## src/rtl/atctlc2axi500_wr_split.sv

```systemverilog
// Write-request splitter: turns a beat stream (header fields on the first beat) into
// AXI AW + W bursts, limits outstanding writes and retires B responses.
module atctlc2axi500_wr_split #(
  parameter int AW      = 32,
  parameter int DW      = 64,
  parameter int IDW     = 4,
  parameter int MAX_OUT = 4
) (
  input  logic              clk,
  input  logic              reset_n,
  input  logic              req_valid,
  output logic              req_ready,
  input  logic [AW-1:0]     req_addr,
  input  logic [IDW-1:0]    req_id,
  input  logic [7:0]        req_len,
  input  logic [DW-1:0]     req_data,
  input  logic [DW/8-1:0]   req_strb,
  output logic              awvalid,
  input  logic              awready,
  output logic [AW-1:0]     awaddr,
  output logic [IDW-1:0]    awid,
  output logic [7:0]        awlen,
  output logic [1:0]        awburst,
  output logic              wvalid,
  input  logic              wready,
  output logic [DW-1:0]     wdata,
  output logic [DW/8-1:0]   wstrb,
  output logic              wlast,
  input  logic              bvalid,
  output logic              bready,
  input  logic [1:0]        bresp,
  output logic              err_o,
  output logic              idle_o
);

  localparam int CW = $clog2(MAX_OUT + 1);

  typedef enum logic {HDR, DATA} state_t;

  state_t        state, state_nxt;
  logic [7:0]    beat_cnt, beat_cnt_nxt;
  logic [7:0]    len_q, len_nxt;
  logic [CW-1:0] out_cnt;
  logic          full, aw_hs, w_hs, b_orphan;
  logic          unused_ok;

  // Header fields come straight from the FIFO head; it is not popped in HDR, so they hold.
  assign awaddr    = req_addr;
  assign awid      = req_id;
  assign awlen     = req_len;
  assign awburst   = 2'b01;
  assign wdata     = req_data;
  assign wstrb     = req_strb;
  assign bready    = 1'b1;
  assign unused_ok = bresp[0];

  assign full     = (out_cnt >= CW'(MAX_OUT));
  assign aw_hs    = awvalid & awready;
  assign w_hs     = wvalid & wready;
  assign b_orphan = bvalid & (out_cnt == '0);
  assign idle_o   = (state == HDR) & (out_cnt == '0);

  // NOTE: every output and next-state variable gets a default before the case so no latch is inferred.
  always_comb begin
    state_nxt    = state;
    beat_cnt_nxt = beat_cnt;
    len_nxt      = len_q;
    awvalid      = 1'b0;
    wvalid       = 1'b0;
    wlast        = 1'b0;
    req_ready    = 1'b0;
    unique case (state)
      HDR: begin
        awvalid = req_valid & ~full;
        if (awvalid && awready) begin
          len_nxt      = req_len;
          beat_cnt_nxt = 8'd0;
          state_nxt    = DATA;
        end
      end
      DATA: begin
        wvalid    = req_valid;
        req_ready = wready;
        wlast     = (beat_cnt == len_q);
        if (wvalid && wready) begin
          beat_cnt_nxt = beat_cnt + 8'd1;
          if (wlast) begin
            beat_cnt_nxt = 8'd0;
            state_nxt    = HDR;
          end
        end
      end
      default: state_nxt = HDR;
    endcase
  end

  // NOTE: sequential state uses non-blocking assignments so all registers update from pre-edge values.
  always_ff @(posedge clk or negedge reset_n) begin
    if (!reset_n) begin
      state    <= HDR;
      beat_cnt <= 8'd0;
      len_q    <= 8'd0;
    end else begin
      state    <= state_nxt;
      beat_cnt <= beat_cnt_nxt;
      len_q    <= len_nxt;
    end
  end

  // A B arriving with nothing outstanding is a protocol violation: hold at zero and flag it.
  always_ff @(posedge clk or negedge reset_n) begin
    if (!reset_n) begin
      out_cnt <= '0;
      err_o   <= 1'b0;
    end else begin
      unique case ({aw_hs, bvalid})
        2'b10:   out_cnt <= out_cnt + CW'(1);
        2'b01:   if (out_cnt != '0) out_cnt <= out_cnt - CW'(1);
        default: out_cnt <= out_cnt;
      endcase
      err_o <= bvalid & (bresp[1] | b_orphan);
    end
  end

endmodule
```

## config.mk

```make
export PLATFORM = sky130hd
export DESIGN_NAME = atctlc2axi500_wr_split
export DESIGN_NICKNAME = d
export VERILOG_FILES = /design/src/rtl/atctlc2axi500_wr_split.sv
export SDC_FILE = /design/constraint.sdc
export NUM_CORES = 1
export LEC_CHECK = 0
export BUFFER_PORTS_ARGS = -buffer_cell sky130_fd_sc_hd__buf_2
export CORE_AREA = 10 10 89 91
export DETAILED_ROUTE_END_ITERATION = 12
export DIE_AREA = 0 0 99 101
export PLACE_DENSITY = 0.92
export SYNTH_ARGS = -nofsm -noshare
export SYNTH_HDL_FRONTEND = slang
export SYNTH_SLANG_ARGS = --single-unit
```

## constraint.sdc

```tcl
create_clock -name clk -period 4.2 [get_ports clk]
set_input_delay 0.42 -clock clk [delete_from_list [all_inputs] [get_ports clk]]
set_output_delay 0.42 -clock clk [all_outputs]
set_load 0.02 [all_outputs]
```

==> qor.txt, run 1 <==
CTS H-tree lvls: 1
Final setup TNS: 0 ps
Outcome: completed
P_int: 0.529 mW
Synth Area in Simple Gates: 10.1%
Final Cycle Share: 51.6%
Die X: 99 um
Mux cell area share after synthesis: 5.45%
Initial Util: 33.0%
Most frequent cells in the layout: buf_2 (28), dfrtp_1 (21), nand2_1 (11)
Initial antenna violation count: 0
Worst slew margin: 56.7%
GPL Wtd Cong: 0.757
RSZ-0062 raised after global routing: false
Drt drc: 0
Insertion delay to the later sink of the worst-skew pair: 270 ps
Compound-Gate Fraction of Synth Area: 8.02%
Tot GR Track Use: 6.79%
Area leader, netlist: buf_4
Die Ht: 101 um
CP Launch Type: flip-flop
Placed insts: 218
Comb power frac: 39.3%
Fin Clk Skew: 6.07 ps
Synth top area share: 43.7%
CP max FO: 15
Count of unique library cells instantiated by Yosys: 36
Resized cells post-CTS: 0
FF/Latch Area: 526 um^2
Critical Path Sink: out_cnt[2]
WL/cell: 16.6 um
Multi-input gate area: 603 um^2
Post-Synthesis Cells: 235
Worst reg2reg path endpoint: out_cnt[2]
Number of buffers created by CTS: 3
Post-route cell area: 1420 um^2
Post-Synth XOR/XNOR Area: 3.86%
Syn-to-layout area delta: -30.4%
Seq/Total Area, Yosys: 25.7%
Post-synth ARST share: 100%
Reg-to-Reg Start: state
Overall Power: 0.869 mW
Num rows: 29
Routed vias/inst: 5.03
Highest clock rate: 461 MHz
Synth top area cells: buf_4 (44%), dfrtp_1 (26%), mux2_2 (5.0%), xnor2_1 (3.4%), a21o_1 (2.2%)
Vias in the first global route: 1,137
Syn Area/Cell: 8.70 um^2
Synth warn: 0
Post-Synth Adder-Cell Area: 1.22%
Final ANT Viol Nets: 0
Drt first pass iters: 4
Tmin final: 2170 ps
Pins Over Slew Limit: 0
Post-synth EDFFs: 0
Crit path kind: reg2reg
Required time worst endpoint: 4350 ps
1st-iter DRT viols: 54
Final net count: 272
CTS tree: done
Clk buf depth: 2
Ys flop type: dfrtp_1
CP startpoint: state
N_diodes: 0
FF+latch count, synth: 21
Largest family of logic cells by synthesized area: buffers and inverters
Vias after detailed routing: 1,117
Die ar.: 10000 um^2
Cell Pwr Density: 611 nW/um^2
WP data arrival: 2320 ps
Sw Ratio: 39.1%
Postcts setup bufs: 0
Clock power share: 15.8%
Number of port buffers: 28
Least-Margin Pin Slew: 647 ps
Switch Pwr: 0.339 mW
Core box area: 6200 um^2
Placed Area: 1380 um^2
P_leak: 0.627 nW
Setup-failing EPs final: 0
Sequential power share: 44.9%
Boundary Pins: 249
R2r setup slk: 2030 ps
# clock sinks: 21
Worst R2R Path Depth: 9
Hold crit path type: in2async
Layout Cells excl Fill: 222
Largest net degree at the start of global routing: 22
# fillers: 657
Wire length of the first global-routing pass: 5540 um
Post-layout util: 22.9%
CTS Hold Bufs: 0
Final hold violations: 0
Setup crit end kind: flip-flop
Max Cap Viol: 0
Most common cell after layout, fill and taps aside: buf_2
Worst vdd ir: 188 uV
Mapped Area: 2040 um^2
Detailed Place HPWL: 2800 um
Share of layout cells above drive strength 1: 31.0%
Root Driver: clkbuf_8
Remaining global-route overflow: 0
Clock transition at path regs: 80 ps
Total Wirelength: 3680 um
-- registers in the layout (all words and copies together), names as in the netlist --
name and cells:
out_cnt 3, beat_cnt 8, len_q 8, err_o 1, state 1
-- kinds of logic (layout without fill, tap and decap cells) --
group	count (synthesis)	count (layout)
XOR/XNOR	9	9
other	2	3
buffers and inverters	125	34
AO/OA/AOI/OAI	25	25
flip-flops	21	21
adder cells (fa/ha/maj)	2	2
multiplexers	10	10
AND/OR/NAND/NOR	41	41
-- critical path: stages, from the launching register on --
cell,delay (ps)
dfrtp_1,480
nor4bb_2,310
buf_4,270
nor2_1,120
xor2_1,170
ha_1,230
nor2_1,150
nand2_1,70
o211ai_1,140
o21ai_0,100
-- stage by stage --
stage               setup WS (ps)  hold slack (ps)
floorplan                    2310              124
global placement             2040              395
detailed placement           1980              406
CTS                          2040              111
global route                 1850              130
finish                       2030             97.4
-- cell usage after synthesis, types with 2 or more instances --
library cell  instances
buf_4               119
dfrtp_1              21
nand2_1              11
mux2_2                9
nor2_1                9
xnor2_1               8
o21ai_0               7
a21o_1                6
a21oi_1               4
and2_1                4
nand3_1               4
nor3_1                3
buf_2                 2
clkbuf_1              2
conb_1                2
ha_1                  2
nand4_1               2
or3_1                 2
-- how the worst min path moves through the flow --
stage | slack (ps) | to | from
after floorplan | 120 | beat_cnt[0] | reset_n
after global placement | 400 | len_q[5] | reset_n
after detailed placement | 410 | len_q[3] | reset_n
after CTS | 110 | beat_cnt[3] | reset_n
after global routing | 130 | beat_cnt[3] | reset_n
final | 100 | beat_cnt[4] | reset_n
-- power by group through the flow --
stage | registers [mW] | logic, mW | clock network [mW]
6_report | 0.390 | 0.342 | 0.137
5_1_grt | 0.405 | 0.386 | 0.144
4_1_cts | 0.390 | 0.344 | 0.138
3_5_place_dp | 0.394 | 0.339 | 0
3_3_place_gp | 0.387 | 0.322 | 0
2_1_floorplan | 0.358 | 0.449 | 0
-- final cells by class --
type,instances,share of cell area [%]
inverters,1,0.264
flip-flops and latches,21,36.9
clock buffers,3,2.90
well taps,77,6.77
clock inverters,1,0.352
multi-input cells,90,42.4
repair buffers,29,10.4
-- per-layer routing --
layer / vias to the layer above / GRT usage [%] / share of wire, % / routed length (um)
li1: 464 / - / - / -
met1: 520 / 5.68 / 31 / 1160
met2: 76 / 9.92 / 46 / 1690
met3: 57 / 4.25 / 13 / 469
met4: 0 / 8.49 / 9.8 / 362
met5: - / 0 / 0 / 0
Note: power is estimated with default switching activity, not from simulation.
==> inputs of run 2 (changes only) <==
- CORE_AREA: 10 10 89 91 -> unset
- CORE_MARGIN: unset -> 10
- CORE_UTILIZATION: unset -> 30
- DIE_AREA: 0 0 99 101 -> unset
- PLACE_DENSITY: 0.92 -> 0.88
- clock period: 4.2 -> 1.9 ns (I/O delays scaled with it)
==> run 2 against run 1 <==
Critical path depth decreased by 2. Fmax up 19%. Design area rose by 8.9%. Cell count rose by 6.8%. Sequential power increased by 120%. Setup slack got worse by 2000 ps. Die area increased by 5.2%. Clock skew fell by 3.0 ps. Utilization increased by 0.13 points. Register-to-register slack lost 2000 ps. Global-route usage grew 0.51 points. Highest routed layer unchanged.
==> qor.txt, run 2 (synthesis results as in run 1) <==
Tmin final: 1830 ps (-342 ps)
Top sig layer: met4
Drt drc: 0 (unchanged)
Clk buf depth: 2 (unchanged)
Crit-path max cell delay: 410 ps (-70 ps)
Cell Pwr Density: 1320 nW/um^2 (+120%)
Vias in the first global route: 1,199 (+5.5%)
Initial antenna violation count: 0 (unchanged)
Worst-path cell chain: nor4bb_4 > nor2_2 > xor2_1 > ha_2 > mux2_2 > nand2_1 > o21ai_1
Wire length of the first global-routing pass: 6110 um (+10%)
Initial Util: 30.4% (-2.5 points)
Final setup TNS: 0 ps (unchanged)
Insertion delay to the later sink of the worst-skew pair: 270 ps (about the same)
Final ANT Viol Nets: 0 (unchanged)
Number of buffers created by CTS: 3 (unchanged)
Drt first pass iters: 4 (unchanged)
Post-route cell area: 1550 um^2 (+8.9%)
Post-layout util: 23.1% (+0.13 points)
Placed insts: 228 (+4.6%)
WL/cell: 17.8 um (+7.7%)
# fillers: 695 (+5.8%)
Pins Over Slew Limit: 0 (unchanged)
Boundary Pins: 249 (unchanged)
Tot GR Track Use: 7.30% (+0.51 points)
Slowest cell on the critical path: dfrtp_1
CTS H-tree lvls: 1 (unchanged)
Met2 WL post-DR: 2090 um (+24%)
Routed vias/inst: 4.82 (-4.2%)
Crit path kind: reg2reg
CTS tree: done
GPL Wtd Cong: 0.772 (+1.9%)
Die X: 103 um (+3.6%)
Placed Area: 1430 um^2 (+4.1%)
Worst vdd ir: 627 uV (+230%)
Largest net degree at the start of global routing: 22 (unchanged)
Final hold violations: 0 (unchanged)
Highest clock rate: 547 MHz (+19%)
Total Wirelength: 4230 um (+15%)
1st-iter DRT viols: 18 (-67%)
Layout Cells excl Fill: 237 (+6.8%)
Detailed Place HPWL: 3310 um (+19%)
Num rows: 30 (+3.4%)
CP max FO: 3 (-12)
Setup crit end kind: flip-flop
CP Launch Type: flip-flop
Core box area: 6720 um^2 (+8.3%)
Most common cell after layout, fill and taps aside: buf_2
Met3 wire len: 606 um (+29%)
N_diodes: 0 (unchanged)
Share of layout cells above drive strength 1: 38.9% (+7.8 points)
Fin Clk Skew: 3.05 ps (-3.02 ps)
# clock sinks: 21 (unchanged)
Root Driver: clkbuf_8
WP data arrival: 1990 ps (-330 ps)
Outcome: completed
Required time worst endpoint: 2060 ps (-2290 ps)
Number of port buffers: 28 (unchanged)
Clock transition at path regs: 80 ps (about the same)
Max Cap Viol: 0 (unchanged)
Final net count: 284 (+4.4%)
Die ar.: 10,500 um^2 (+5.2%)
Vias after detailed routing: 1,142 (+2.2%)
Hold crit path type: in2reg
Biggest regs: beat_cnt (8), len_q (8), out_cnt (3)
WL met1: 1270 um (+9.8%)
Final Cycle Share: 96.1% (+45 points)
P_leak: 0.704 nW (+12%)
Most frequent cells in the layout: buf_2 (28), dfrtp_1 (21), nand2_1 (11), buf_4 (11), mux2_2 (9)
Syn-to-layout area delta: -24.2%
Die Ht: 103 um (+1.5%)
Setup-failing EPs final: 0 (unchanged)
Remaining global-route overflow: 0 (unchanged)
==> run 2: final timing paths <==
path / start / to / slack [ps] / cells past startpoint
min reg2reg: len_q[1] / len_q[1] / 540 / 1
max: state / out_cnt[1] / 70 / 7
min in group asynchronous: reset_n / len_q[0] / 420 / 2
min: req_len[0] / len_q[0] / 160 / 2
max reg2reg: state / out_cnt[1] / 70 / 7
max in group asynchronous: reset_n / err_o / 1160 / 2
==> run 2: critical path: cells and delay by family, from the launching register on <==
| family | cells | cell delay, ps |
|---|---|---|
| and+or+nand+nor | 3 | 540 |
| adders and majority gates | 1 | 300 |
| DFF | 1 | 410 |
| xor gates and xnor gates | 1 | 150 |
| AOI/OAI and AO/OA | 1 | 50 |
| muxes | 1 | 260 |
==> run 2: per-stage QoR <==
step	total power [mW]	hold WS (ps)	setup WS, ps
after floorplan	1.78	-106	7.71
after global routing	2.21	168	-27.4
after global placement	1.63	166	-20.0
after detailed placement	1.69	177	-88.0
after CTS	2.01	156	30.7
final	2.05	159	73.2
==> run 2: per-layer routing <==
| layer | global-route usage, % | vias to the layer above |
|---|---|---|
| met3 | 4.42 | 41 |
| li1 | - | 488 |
| met2 | 12.2 | 95 |
| met4 | 5.64 | 0 |
| met1 | 6.20 | 518 |
| met5 | 0 | - |
==> run 2: power by group <==
group | internal [mW] | switching (mW) | total, mW | leakage, nW
registers | 0.634 | 0.210 | 0.844 | 0.239
clock network | 0.147 | 0.158 | 0.305 | 0.0255
logic | 0.474 | 0.424 | 0.898 | 0.440
total | 1.25 | 0.792 | 2.05 | 0.704
==> run 2: layout make-up <==
class / count / area [um^2] / area share, %
clock buffers: 3 / 41.3 / 2.67
multi-input cells: 90 / 629 / 40.6
repair buffers: 41 / 244 / 15.8
inverters: 1 / 3.75 / 0.242
well taps: 80 / 100 / 6.46
clock inverters: 1 / 5.00 / 0.323
flip-flops and latches: 21 / 526 / 33.9
==> run 2: what timing repair did <==
item	4_1_cts	5_1_grt
hold endpoints to repair	21	0
pin swaps	1	3
resized for setup	2	6
hold buffers	1	0
buffers inserted	2	2
setup endpoints to repair	3	6
==> inputs of run 3 (changes only) <==
- CORE_AREA: unset -> 10 10 89 91
- CORE_MARGIN: 10 -> unset
- CORE_UTILIZATION: 30 -> unset
- CTS_CLUSTER_DIAMETER: unset -> 80
- DIE_AREA: unset -> 0 0 99 101
- PLACE_DENSITY: 0.88 -> 0.92
- clock period: 1.9 -> 2.2 ns (I/O delays scaled with it)
==> run 3 against run 2 <==
Non-clock buffer count down 7. Combinational power down 23%. Design area down 5.6%. Fmax down 8.5%. Sequential cell count unchanged. Critical path type unchanged. Critical path depth unchanged. Sequential share of layout area up 2.0 points. Count of clock-buffer cells in the layout unchanged. Sequential power down 13%.
==> qor.txt, run 3 (synthesis results as in run 1) <==
Outcome: completed
Placed insts: 220 (-3.5%)
Final hold violations: 0 (unchanged)
P_leak: 0.651 nW (-7.5%)
# fillers: 645 (-7.2%)
Resized cells post-CTS: 0 (-2)
Wire length of the first global-routing pass: 5490 um (-10%)
Die X: 99 um (-3.5%)
Largest net degree at the start of global routing: 22 (unchanged)
CTS tree: done
Required time worst endpoint: 2350 ps (+290 ps)
Overall Power: 1.67 mW (-18%)
Tot GR Track Use: 6.58% (-0.72 points)
Max Cap Viol: 0 (unchanged)
Number of buffers created by CTS: 3 (unchanged)
N_diodes: 0 (unchanged)
Vias after detailed routing: 1,075 (-5.9%)
RSZ-0062 raised after global routing: false
Syn-to-layout area delta: -28.5%
CTS H-tree lvls: 1 (unchanged)
Post-route cell area: 1460 um^2 (-5.6%)
Most common cell after layout, fill and taps aside: buf_2
Hold crit path type: in2reg
Setup-failing EPs final: 0 (unchanged)
Post-layout util: 23.6% (+0.52 points)
Drt first pass iters: 4 (unchanged)
Die ar.: 10000 um^2 (-4.9%)
Most frequent cells in the layout: buf_2 (28), dfrtp_1 (21), nand2_1 (11)
Worst-path cell chain: nor4bb_2 > nor2_1 > xor2_1 > ha_1 > mux2_2 > nand2_1 > o21ai_0
FF/Latch Area: 526 um^2 (unchanged)
Worst slew margin: 59.6%
Root Driver: clkbuf_8
Setup crit end kind: flip-flop
Die Ht: 101 um (-1.5%)
Dpl ws: 187 ps (+275 ps)
Multi-input gate area: 603 um^2 (-4.2%)
Final net count: 277 (-2.5%)
Total Wirelength: 3510 um (-17%)
Initial Util: 33.0% (+2.5 points)
Vias in the first global route: 1,152 (-3.9%)
Boundary Pins: 249 (unchanged)
Placed Area: 1390 um^2 (-2.9%)
CP Launch Type: flip-flop
Clk buf depth: 2 (unchanged)
GPL Wtd Cong: 0.750 (-2.9%)
Highest clock rate: 501 MHz (-8.5%)
Initial antenna violation count: 0 (unchanged)
# clock sinks: 21 (unchanged)
WL/cell: 15.5 um (-13%)
Remaining global-route overflow: 0 (unchanged)
Core box area: 6200 um^2 (-7.7%)
Final Cycle Share: 90.7% (-5.4 points)
Cell Pwr Density: 1140 nW/um^2 (-14%)
Num rows: 29 (-3.3%)
Clock transition at path regs: 80 ps (about the same)
Slowest cell on the critical path: dfrtp_1
1st-iter DRT viols: 83 (+65)
Final ANT Viol Nets: 0 (unchanged)
Routed vias/inst: 4.74 (-1.7%)
Fin Hold WS: 174 ps (+14.9 ps)
Drt drc: 0 (unchanged)
Detailed Place HPWL: 2750 um (-17%)
Insertion delay to the later sink of the worst-skew pair: 260 ps (about the same)
Crit-path max cell delay: 480 ps (+70 ps)
Share of layout cells above drive strength 1: 32.7% (-6.2 points)
Biggest regs: beat_cnt (8), len_q (8), out_cnt (3)
R2r setup slk: 200 ps (+130 ps)
CP max FO: 8 (+5)
Tmin final: 2000 ps (+169 ps)
Pins Over Slew Limit: 0 (unchanged)
Final WS setup: 204 ps (+131 ps)
Least-Margin Pin Slew: 602 ps
Fin Clk Skew: 6.36 ps (+3.31 ps)
Final setup TNS: 0 ps (unchanged)
Number of port buffers: 28 (unchanged)
Worst vdd ir: 351 uV (-44%)
Crit path kind: reg2reg
Layout Cells excl Fill: 227 (-4.2%)
WP data arrival: 2140 ps (+150 ps)
-- run 3: changes by cell type in the layout (fill, tap and decap cells not counted), sizes merged --
| cell | change |
|---|---|
| buf | -7 |
-- run 3: final timing paths --
check,startpoint,end,cells after the start
min reg2reg,len_q[1],len_q[1],1
max in group asynchronous,reset_n,len_q[1],2
min,bresp[1],err_o,3
max,out_cnt[2],out_cnt[1],7
min in group asynchronous,reset_n,beat_cnt[4],2
max reg2reg,out_cnt[2],out_cnt[1],7
-- run 3: where the power goes --
| part | leakage (nW) | switching [mW] | internal [mW] | total (mW) |
|---|---|---|---|---|
| Clock | 0.0255 | 0.126 | 0.126 | 0.252 |
| Sequential | 0.239 | 0.185 | 0.547 | 0.732 |
| Combinational | 0.387 | 0.329 | 0.358 | 0.687 |
| Total | 0.651 | 0.639 | 1.03 | 1.67 |
-- run 3: critical path: cells and delay by family, from the launching register on --
family          cells  cell delay (ps)
flops               1              480
xor+xnor            1              170
compound gates      1               70
simple gates        3              600
mux                 1              260
fa+ha+maj           1              310
-- run 3: layout make-up --
class	instances	share of cell area [%]
multi-input cells	90	41.2
flip-flops and latches	21	35.9
repair buffers	34	12.8
well taps	77	6.59
clock buffers	3	2.82
clock inverters	1	0.342
inverters	1	0.257
-- run 3: timing repair --
item                                    CTS  global route
endpoints found under the setup margin    0             2
hold endpoints to repair                 21             0
hold buffers                              1             0
setup buffers                             0             2
-- run 3: layer usage --
metal / part of all wire [%] / GRT usage [%] / vias to the layer above
met2: 44 / 9.57 / 66
met3: 14 / 4.12 / 55
met1: 33 / 5.71 / 482
met4: 9.8 / 7.83 / 0
met5: 0 / 0 / -
li1: - / - / 472
